==> src/rtl/stopwatch_core.sv <==
// stopwatch_core: 10 ms time base, BCD mm:ss.cc counter, stop capture, clear and display mux.
// Define STOPWATCH_SAT_EN to saturate at 59:59.99 instead of wrapping to 00:00.00.
module stopwatch_core #(
    parameter int unsigned TICK_DIV = 500000
) (
    input  logic        clk,
    input  logic        rst_n,
    input  logic        EN_FLAG,
    input  logic        TIME_FLAG,
    input  logic        PAUSE_FLAG,
    input  logic        STOP_FLAG,
    input  logic        CLEAR_FLAG,
    input  logic        PRE_FLAG,
    input  logic        ALARM_FLAG,
    output logic [23:0] disp_bcd,
    output logic        disp_is_last,
    output logic        running,
    output logic        tick_10ms,
    output logic        ovf
);

    localparam int unsigned    PW         = $clog2(TICK_DIV);
    localparam logic [PW-1:0]  PRESC_LAST = PW'(TICK_DIV - 1);

    typedef struct packed {
        logic [3:0] min_t;
        logic [3:0] min_u;
        logic [3:0] sec_t;
        logic [3:0] sec_u;
        logic [3:0] cs_t;
        logic [3:0] cs_u;
    } bcd_time_t;

    localparam bcd_time_t TIME_MAX = 24'h595999;

    bcd_time_t       cnt, cnt_d, cnt_inc, last_time, last_d;
    logic [PW-1:0]   presc, presc_d;
    logic            ovf_d, tick_d;
    logic            prev_stop, prev_clear;
    logic            run, stop_rise, clear_rise;

    // The alarm flag only matters to the control FSM; TIME_FLAG is low while it is set.
    logic unused_alarm;
    assign unused_alarm = ALARM_FLAG;

    assign run        = EN_FLAG & TIME_FLAG & ~PAUSE_FLAG & ~STOP_FLAG;
    assign stop_rise  = STOP_FLAG & ~prev_stop;
    assign clear_rise = CLEAR_FLAG & ~prev_clear;

    // BCD ripple: each digit only advances when every lower digit rolls over.
    always_comb begin
        cnt_inc = cnt;
        if (cnt.cs_u != 4'd9) cnt_inc.cs_u = cnt.cs_u + 4'd1;
        else begin
            cnt_inc.cs_u = 4'd0;
            if (cnt.cs_t != 4'd9) cnt_inc.cs_t = cnt.cs_t + 4'd1;
            else begin
                cnt_inc.cs_t = 4'd0;
                if (cnt.sec_u != 4'd9) cnt_inc.sec_u = cnt.sec_u + 4'd1;
                else begin
                    cnt_inc.sec_u = 4'd0;
                    if (cnt.sec_t != 4'd5) cnt_inc.sec_t = cnt.sec_t + 4'd1;
                    else begin
                        cnt_inc.sec_t = 4'd0;
                        if (cnt.min_u != 4'd9) cnt_inc.min_u = cnt.min_u + 4'd1;
                        else begin
                            cnt_inc.min_u = 4'd0;
                            if (cnt.min_t != 4'd5) cnt_inc.min_t = cnt.min_t + 4'd1;
                            else                   cnt_inc.min_t = 4'd0;
                        end
                    end
                end
            end
        end
    end

    always_comb begin
        // NOTE: every output gets a hold default first, so no path can infer a latch.
        cnt_d   = cnt;
        presc_d = presc;
        last_d  = last_time;
        ovf_d   = ovf;
        tick_d  = 1'b0;

        // Capture reads the pre-clear count, so a simultaneous clear still saves it.
        if (stop_rise) last_d = cnt;

        if (clear_rise) begin
            cnt_d   = '0;
            presc_d = '0;
            ovf_d   = 1'b0;
        end else if (run) begin
            if (presc == PRESC_LAST) begin
                presc_d = '0;
                tick_d  = 1'b1;
                if (cnt == TIME_MAX) begin
                    ovf_d = 1'b1;
`ifdef STOPWATCH_SAT_EN
                    cnt_d = TIME_MAX;
`else
                    cnt_d = '0;
`endif
                end else begin
                    cnt_d = cnt_inc;
                end
            end else begin
                presc_d = presc + 1'b1;
            end
        end

        if (!EN_FLAG) begin
            cnt_d   = '0;
            presc_d = '0;
            last_d  = '0;
            ovf_d   = 1'b0;
        end
    end

    always_ff @(posedge clk or negedge rst_n) begin
        if (!rst_n) begin
            cnt          <= '0;
            presc        <= '0;
            last_time    <= '0;
            ovf          <= 1'b0;
            tick_10ms    <= 1'b0;
            prev_stop    <= 1'b0;
            prev_clear   <= 1'b0;
            running      <= 1'b0;
            disp_is_last <= 1'b0;
            disp_bcd     <= '0;
        end else begin
            // NOTE: non-blocking so every register samples the pre-edge state.
            cnt          <= cnt_d;
            presc        <= presc_d;
            last_time    <= last_d;
            ovf          <= ovf_d;
            tick_10ms    <= tick_d;
            prev_stop    <= EN_FLAG & STOP_FLAG;
            prev_clear   <= EN_FLAG & CLEAR_FLAG;
            running      <= run;
            disp_is_last <= PRE_FLAG;
            disp_bcd     <= !EN_FLAG ? '0 : (PRE_FLAG ? last_time : cnt);
        end
    end

endmodule

==> config.mk <==
export PLATFORM = sky130hd
export DESIGN_NAME = stopwatch_core
export DESIGN_NICKNAME = d
export VERILOG_FILES = /design/src/rtl/stopwatch_core.sv
export SDC_FILE = /design/constraint.sdc
export NUM_CORES = 1
export LEC_CHECK = 0
export ABC_AREA = 1
export CORE_ASPECT_RATIO = 1.2
export CORE_MARGIN = 4
export CORE_UTILIZATION = 35
export CTS_CLUSTER_DIAMETER = 120
export CTS_CLUSTER_SIZE = 16
export DETAILED_ROUTE_END_ITERATION = 6
export PLACE_DENSITY = 0.48
export RECOVER_POWER = 25
export SYNTH_ARGS = -nofsm -noshare
export SYNTH_HDL_FRONTEND = slang
export SYNTH_SLANG_ARGS = --single-unit
==> constraint.sdc <==
create_clock -name clk -period 3.7 [get_ports clk]
set_clock_uncertainty 0.05 [all_clocks]
set_input_delay 0.74 -clock clk [delete_from_list [all_inputs] [get_ports clk]]
set_output_delay 0.74 -clock clk [all_outputs]
set_load 0.01 [all_outputs]
* Yosys cells after proc, flatten, opt, wreduce, memory -nomap -nowiden
Cells that the tools add are included.
Storage, ports and cells: register bits after elaboration 97, latch bits 0, RAM bits 0, ROM bits 0, memories 0
Cells by class: add/subtract/negate cells 7, multipliers 0, div/mod/pow operators 0, $lt $le $gt $ge 0, eq/ne operators 17, shift operators 0, multiplexer cells 32, bitwise operators 11, reduce and logical (&&, ||, !) cells 7
Operator list (number):
- 24-bit 2-to-1 mux | 9
- 19-bit 2-to-1 mux | 4
- 4-bit 2-to-1 mux | 7
- 4-bit by 3-bit != test with 1-bit output, second input constant | 7
- 4-bit by 1-bit adder with 4-bit output, second input constant | 6
- 24-bit by 23-bit equality test with 1-bit output, second input constant | 1
- 20-bit 2-to-1 mux | 1
- 19-bit by 1-bit adder with 19-bit output, second input constant | 1
- 19-bit equality test, second input constant | 1
- 16-bit 2-to-1 mux | 1
- 4-bit != test, second input constant | 4
- 12-bit 2-to-1 mux | 1
- 3-bit by 1-bit != test with 1-bit output, second input constant | 3
- 1-bit 2-to-1 mux | 8
- 8-bit 2-to-1 mux | 1
- 1-bit bitwise AND | 7
- 7-bit AND reduction | 1
- 3-bit AND reduction | 2
- 6-bit AND reduction | 1
- 5-bit AND reduction | 1
- 1-bit NOT | 4
- 4-bit AND reduction | 1
- 2-bit by 1-bit != test with 1-bit output, second input constant | 1
- 2-bit AND reduction | 1

* Logic depth before layout (Yosys ltp)
Gate-level depths: netlist of run 1.
depth in word-level cells 12, gate-level depth with buffers 10, gate-level depth less buffers 10

* Worst setup path after synthesis of run 1
No wires, ideal clock.
kind input to register, start input port CLEAR_FLAG, end register cnt[20] (netlist name), data arrival time 1.662 ns, data required time 3.533 ns, setup slack 1.871 ns, stages 9, buffers on the path 0, path through inv_2 nor2_8 nor2_8 nand2_1 nand2_1 nor2_2 nand4_1 nand2_1 nand2_1
On the way: longest elaborated chain between the ends 3, elaborated cells between the ends (all ways) 11
RTL lines:
- start: declaration | RTL line 12 | input logic CLEAR_FLAG,
- 1-bit bitwise AND * | RTL line 48 | assign clear_rise = CLEAR_FLAG & ~prev_clear;
- 4-bit by 3-bit != test with 1-bit output (no line), or another cell as far along
- 7-bit AND reduction (no line) / 24-bit 2-to-1 mux (equally long branches)
- end signal: assignment | RTL line 133 | cnt <= cnt_d;
- end: declaration | RTL line 36 | bcd_time_t cnt, cnt_d, cnt_inc, last_time, last_d;
Every way passes the cells marked *; elsewhere a longest branch is shown, timed or not. A chain may end at the register's enable or synchronous reset.

* Worst setup path in the final report of run 1
start input port EN_FLAG, end register last_time[16] (netlist name)
On the way: longest elaborated chain between the ends 1, elaborated cells between the ends (all ways) 2
RTL lines:
- start: declaration | RTL line 8 | input logic EN_FLAG,
- 2-bit by 1-bit != test with 1-bit output (no line) / 24-bit 2-to-1 mux (equally long branches)
- end signal: assignment | RTL line 135 | last_time <= last_d;
- end: declaration | RTL line 36
Several ways; a longest one is shown, not always the timed one.

==> reports/qor.csv, run 1 <==
stage,metric,value,unit
status,outcome,finished clean,
placement,place_hpwl,8520,um
grt,grt_antenna_before_repair,0,
power,p_total,2320,uW
placement,dp_cells,784,
cells_and_area,fin_area,5620,um2
worst_hold_path,hold_path_class,in -> async,
worst_setup_path,slowest_delay,0.54,ns
clocking,h-tree-depth,3,
worst_setup_path,crit_end,last_time[16],
cells_and_area,layout_common_cells,"nand2_1, dfrtp_1, inv_1",
logic_synthesis,syn_inst,593,
route,firstDrtPassIters,4,
route,wl_per_cell,15.4,um
floorplan,dieHeight,137,um
worst_setup_path,required,3.89,ns
sta,slew_viol_final,0,
clocking,cts_hold_repair.buffers,0,
logic_synthesis,ys_ff_latch,97,
logic_synthesis,synth.cell_area,4830,um2
grt,grt_use_total,16.7,%
worst_setup_path,endpoint_kind,register,
cells_and_area,finalNetCount,649,
logic_synthesis,yosysSeqAreaShare,50.3,%
worst_setup_path,slowest_stage,clkdlybuf4s50_1,
logic_synthesis,ys_types,29,
floorplan,initial_core_util,36.1,%
worst_setup_path,reg2reg_to,cnt[22],
logic_synthesis,netlist_top_cells_area,"dfrtp_1, nand2_1, inv_1, nor2_1, o21ai_0",
route,drc_errors,0,
floorplan,io_pins,37,
worst_setup_path,reg2reg_depth,10,
floorplan,die_x,115,um
cells_and_area,area_delta_synth_final,16.4,%
power,p_leak,0.00250,uW
route,routed_wl,12300,um
route,vias,4010,
clocking,path_clk_slew,0.07,ns
worst_setup_path,criticalPathCategory,in -> reg,
logic_synthesis,yosys_warnings,0,
route,viasPerCell,5.03,
cells_and_area,mostFrequentLayoutCell,nand2_1,
clocking,cts_sinks,97,
floorplan,rows,46,
sta,setup_viol,0,
logic_synthesis,synth_edf_count,0,
sta,finalHoldViolCount,0,
placement,placed_area,5360,um2
clocking,cts_repair_resize_count,0,
grt,grt_pass1_vias,3991,
grt,overflow,0,
sta,min_period_over_period,69.5,%
logic_synthesis,avgSynthCellArea,8.14,um2
cells_and_area,fin_util,42.1,%
sta,rsz0062_at_grt,false,
placement,portBuffers,35,
worst_setup_path,cp.arrival,2.76,ns
worst_setup_path,start_kind,primary input,
logic_synthesis,synth_flop_cell,dfrtp_1,
grt,grt_max_degree,50,
clocking,cts_tree,yes,
sta,clock.fmax,0.389,GHz
logic_synthesis,yosys.area.top_type_share,50.3,%
clocking,cts-buffers-inserted,9,
floorplan,die_area,15700,um2
power,ir_worst_vdd,0.000160,V
grt,grt_pass1_wl,20500,um
worst_setup_path,reg2reg_from,presc[0],
floorplan,coreArea,13400,um2
sta,setup-tns-final,0,ns
logic_synthesis,yosysTopAreaCell,dfrtp_1,
cells_and_area,diodes,0,
logic_synthesis,synth_nets,615,
route,drt_iter0_drc,259,
worst_setup_path,path_max_fanout,32,
logic_synthesis,async_flop_share,100,%
worst_setup_path,rrSetupSlack,1.50,ns
cells_and_area,instances_no_fill,797,
route,antenna_left,0,
sta,worst_pin_slew,1.26,ns
worst_setup_path,crit_top_cell,nand2_1,
placement,gp_congestion,0.870,
sta,max_slew_margin,16.0,%
power,powerDensity,413,nW/um2
clocking,clk_path_buf_depth,2,
clocking,post-cts-setup-buffers,0,
clocking,clockRootBuffer,clkbuf_16,
worst_setup_path,path_cells,clkdlybuf4s50_1 > buf_4 > nand2_1 > clkinv_1 > nand2_1 > o22ai_1,
cells_and_area,post_route_cells_drive_above_1_share,5.56,%
worst_setup_path,critPathLaunch,EN_FLAG,
clocking,clk_latency,0.34,ns
flow_run,maxCapViolCount,0,
sta,min_period,2.57,ns
-- worst min path at each step --
stage | from | endpoint | slack, ns
2_1_floorplan | rst_n | cnt[0] | 0.39
3_3_place_gp | cnt[15] | cnt[15] | 0.44
3_5_place_dp | last_time[14] | disp_bcd[14] | 0.46
4_1_cts | rst_n | last_time[9] | 0.38
5_1_grt | rst_n | disp_bcd[8] | 0.41
6_report | rst_n | last_time[9] | 0.35
-- registers in the layout, indices dropped and copies added (netlist names) --
signal,count
cnt,24
disp_bcd,24
last_time,24
presc,19
disp_is_last,1
ovf,1
prev_clear,1
prev_stop,1
running,1
tick_10ms,1
-- Yosys cell counts, types with 3 or more instances --
cell type and number:
a21oi_1 28, a31oi_1 3, buf_2 4, clkbuf_1 12, clkinv_1 3, dfrtp_1 97
ha_1 13, inv_1 67, inv_2 4, nand2_1 128, nand2_2 4, nand3_1 38
nand4_1 21, nor2_1 63, nor3_1 17, o21ai_0 44, o22ai_1 19, xnor2_1 3
xor2_1 11
-- layer usage --
metal	GRT usage (%)	part of all wire, %	vias to the layer above
li1	-	-	2012
met1	21.6	46	1918
met2	27.8	49	63
met3	2.30	2.9	17
met4	7.76	2.6	0
met5	0	0	-
-- power by group --
group,switching [uW],total [uW],internal [uW]
registers,52.6,1170,1110
logic,178,277,99.0
clock network,391,874,483
-- critical path: cells and delay by family --
family	cells	cell delay (ns)
compound gates	1	0.31
buf+inv	3	1.10
simple gates	2	0.61
-- area by class of cell --
class / count / area, um2
repair buffers: 40 / 383
fillers: 1391 / 7740
clock buffers: 11 / 253
inverters: 74 / 278
flip-flops and latches: 97 / 2430
clock inverters: 2 / 16.3
multi-input cells: 405 / 2050
well taps: 168 / 210
-- per-stage QoR --
step,hold slack (ns),setup WS (ns)
finish,0.348,1.13
global route,0.410,1.01
CTS,0.384,1.16
detailed placement,0.459,0.796
global placement,0.439,0.801
floorplan,0.394,1.87
-- kinds of logic after synthesis --
family	Yosys count	share of synthesized area (%)
XOR/XNOR	14	2.54
adder cells (fa/ha/maj)	13	3.37
AND/OR/NAND/NOR	283	26.1
flip-flops	97	50.3
AO/OA/AOI/OAI	95	10.4
buffers and inverters	91	7.26
Power figures use the tool's default switching activity.
==> run 2: changes to the inputs <==
==> constraint.sdc (replaced) <==
create_clock -name clk -period 2.4 [get_ports clk]
set_clock_uncertainty 0.05 [all_clocks]
set_input_delay 0.48 -clock clk [delete_from_list [all_inputs] [get_ports clk]]
set_output_delay 0.48 -clock clk [all_outputs]
set_load 0.01 [all_outputs]
==> run 2 against run 1 <==
- cell count rose by 4.0%
- sequential cell count stayed put
- register-to-register slack worse by 1.1 ns
- sequential power is 54% higher
- total power increased by 66%
- global-route usage grew 0.32 points
- worst setup slack lost 0.75 ns
- via count up 3.4%
- critical path type is now reg -> reg
- largest power group unchanged
==> reports/qor.csv, run 2 (synthesis gave the netlist of run 1 again) <==
stage,metric,value,unit,change
grt,grt_max_degree,50,,unchanged
sta,min_period,2.03,ns,
route,wl_per_cell,14.8,um,was 15.4 um
sta,timing.hold.ws,0.185,ns,was 0.348 ns
clocking,path_clk_slew,0.07,ns,about the same
route,wl_met2,5980,um,was 6000 um
cells_and_area,fin_area,5900,um2,was 5620 um2
clocking,cts_hold_repair.buffers,0,,unchanged
route,firstDrtPassIters,4,,unchanged
flow_run,maxCapViolCount,0,,unchanged
power,p_total,3840,uW,was 2320 uW
floorplan,dieHeight,137,um,unchanged
worst_setup_path,rrSetupSlack,0.37,ns,was 1.50 ns
placement,gp_congestion,0.916,,was 0.870
route,met1_length,5600,um,was 5610 um
power,p_clk_share,41.0,%,was 37.7%
floorplan,coreArea,13400,um2,unchanged
worst_setup_path,reg2reg_from,presc[0],,unchanged
grt,grt_antenna_before_repair,0,,unchanged
route,dr_wl_met3,353,um,unchanged
sta,clock.fmax,0.494,GHz,
route,vias,4148,,was 4010
power,p_sw,993,uW,was 622 uW
worst_setup_path,criticalPathCategory,reg -> reg,,was in -> reg
worst_setup_path,critPathLaunch,presc[0],,was EN_FLAG
sta,setup-tns-final,0,ns,unchanged
sta,worst_slack,0.375,ns,was 1.13 ns
placement,place_hpwl,8860,um,was 8520 um
clocking,cts-buffers-inserted,9,,unchanged
cells_and_area,post_route_cells_drive_above_1_share,9.98,%,was 5.56%
status,outcome,finished clean,,unchanged
power,ir_worst_vdd,0.000247,V,was 0.000160 V
worst_hold_path,hold_path_class,in -> async,,unchanged
sta,min_period_over_period,84.4,%,
worst_setup_path,reg2reg_to,cnt[16],,was cnt[22]
floorplan,io_pins,37,,unchanged
route,viasPerCell,5.00,,was 5.03
worst_setup_path,endpoint_kind,register,,unchanged
cells_and_area,mostFrequentLayoutCell,nand2_1,,unchanged
grt,overflow,0,,unchanged
worst_setup_path,cp.arrival,2.22,ns,was 2.76 ns
grt,grt_pass1_wl,21100,um,was 20500 um
clocking,clk_path_buf_depth,2,,unchanged
worst_setup_path,reg2reg_depth,10,,unchanged
clocking,cts_sinks,97,,unchanged
placement,portBuffers,35,,unchanged
worst_setup_path,start_kind,register,,was primary input
floorplan,die_area,15700,um2,unchanged
sta,worst_pin_slew,1.02,ns,was 1.26 ns
power,combPwrFrac,12.3,%,was 12.0%
grt,grt_pass1_vias,4201,,was 3991
clocking,h-tree-depth,3,,unchanged
power,p_seq_share,46.7,%,was 50.3%
grt,grt_use_total,17.1,%,was 16.7%
power,powerDensity,652,nW/um2,was 413 nW/um2
clocking,cts_tree,yes,,unchanged
clocking,cts_repair_resize_count,0,,unchanged
sta,finalHoldViolCount,0,,unchanged
cells_and_area,diodes,0,,unchanged
sta,max_slew_margin,32.1,%,was 16.0%
route,drc_errors,0,,unchanged
floorplan,initial_core_util,36.1,%,unchanged
cells_and_area,finalNetCount,678,,was 649
placement,dp_slack,0.0500,ns,was 0.796 ns
route,topRoutingLayerUsed,met4,,unchanged
worst_setup_path,path_max_fanout,16,,was 32
floorplan,rows,46,,unchanged
power,p_leak,0.00267,uW,was 0.00250 uW
clocking,clockRootBuffer,clkbuf_16,,unchanged
cells_and_area,layout_common_cells,"nand2_1, dfrtp_1, inv_1",,unchanged
route,drt_iter0_drc,223,,was 259
sta,slew_viol_final,0,,unchanged
sta,setup_viol,0,,unchanged
clocking,clk_latency,0.36,ns,was 0.34 ns
sta,rsz0062_at_grt,false,,unchanged
placement,placed_area,5590,um2,was 5360 um2
cells_and_area,reg_top3,"cnt: 24 flops, disp_bcd: 24 flops, last_time: 24 flops",,unchanged
floorplan,die_x,115,um,unchanged
worst_setup_path,required,2.59,ns,was 3.89 ns
power,p_int,2850,uW,was 1700 uW
power,swShare,25.9,%,was 26.8%
route,routed_wl,12300,um,about the same
clocking,post-cts-setup-buffers,0,,unchanged
route,antenna_left,0,,unchanged
cells_and_area,area_delta_synth_final,22.2,%,was 16.4%
-- run 2: changes by cell type in the layout (fill, tap and decap cells not counted) --
cell / delta
buf_12: +1
clkbuf_2: +1
clkbuf_8: -1
clkinvlp_4: -1
clkbuf_1: +1
buf_4: +27
bufinv_16: +2
clkinv_2: +2
-- run 2: how the worst max path moves through the flow --
stage	cells after the start	endpoint
2_1_floorplan	9	cnt[20]
4_1_cts	10	cnt[16]
3_5_place_dp	8	cnt[16]
6_report	10	cnt[16]
5_1_grt	10	cnt[16]
3_3_place_gp	8	cnt[18]
-- run 2: worst max-delay path: stages (launching register included) --
cell     delay (ns)
dfrtp_1        0.41
ha_1           0.26
nand3_2        0.15
inv_2          0.13
nand2_1        0.06
nor2_1         0.12
nand3_1        0.09
nand2_2        0.30
nand2_1        0.19
nand2_1        0.09
nand2_1        0.05
-- run 2: metal layers --
| layer | GRT usage, % | vias up |
|---|---|---|
| met5 | 0 | - |
| met4 | 7.76 | 0 |
| met3 | 2.52 | 20 |
| met2 | 28.4 | 74 |
| met1 | 21.8 | 1983 |
| li1 | - | 2071 |
-- run 2: final cells by class --
class	count	area, um2
fill	1362	7460
sequential	97	2430
multi-input combinational	405	2050
timing repair buffer	69	611
inverter	74	278
clock buffer	11	243
tap	168	210
clock inverter	5	78.8
-- run 2: power groups by stage --
stage | clock [uW] | sequential, uW | combinational [uW]
CTS | 1610 | 1800 | 485
finish | 1580 | 1800 | 471
global placement | 0 | 1830 | 479
global route | 1680 | 1810 | 540
floorplan | 0 | 1820 | 245
detailed placement | 0 | 1830 | 482
-- run 2: per-stage QoR --
step,util (%),cells
after global placement,41.9,813
after floorplan,-,593
after global routing,44.2,829
final,44.2,829
after CTS,44.3,829
after detailed placement,41.9,813
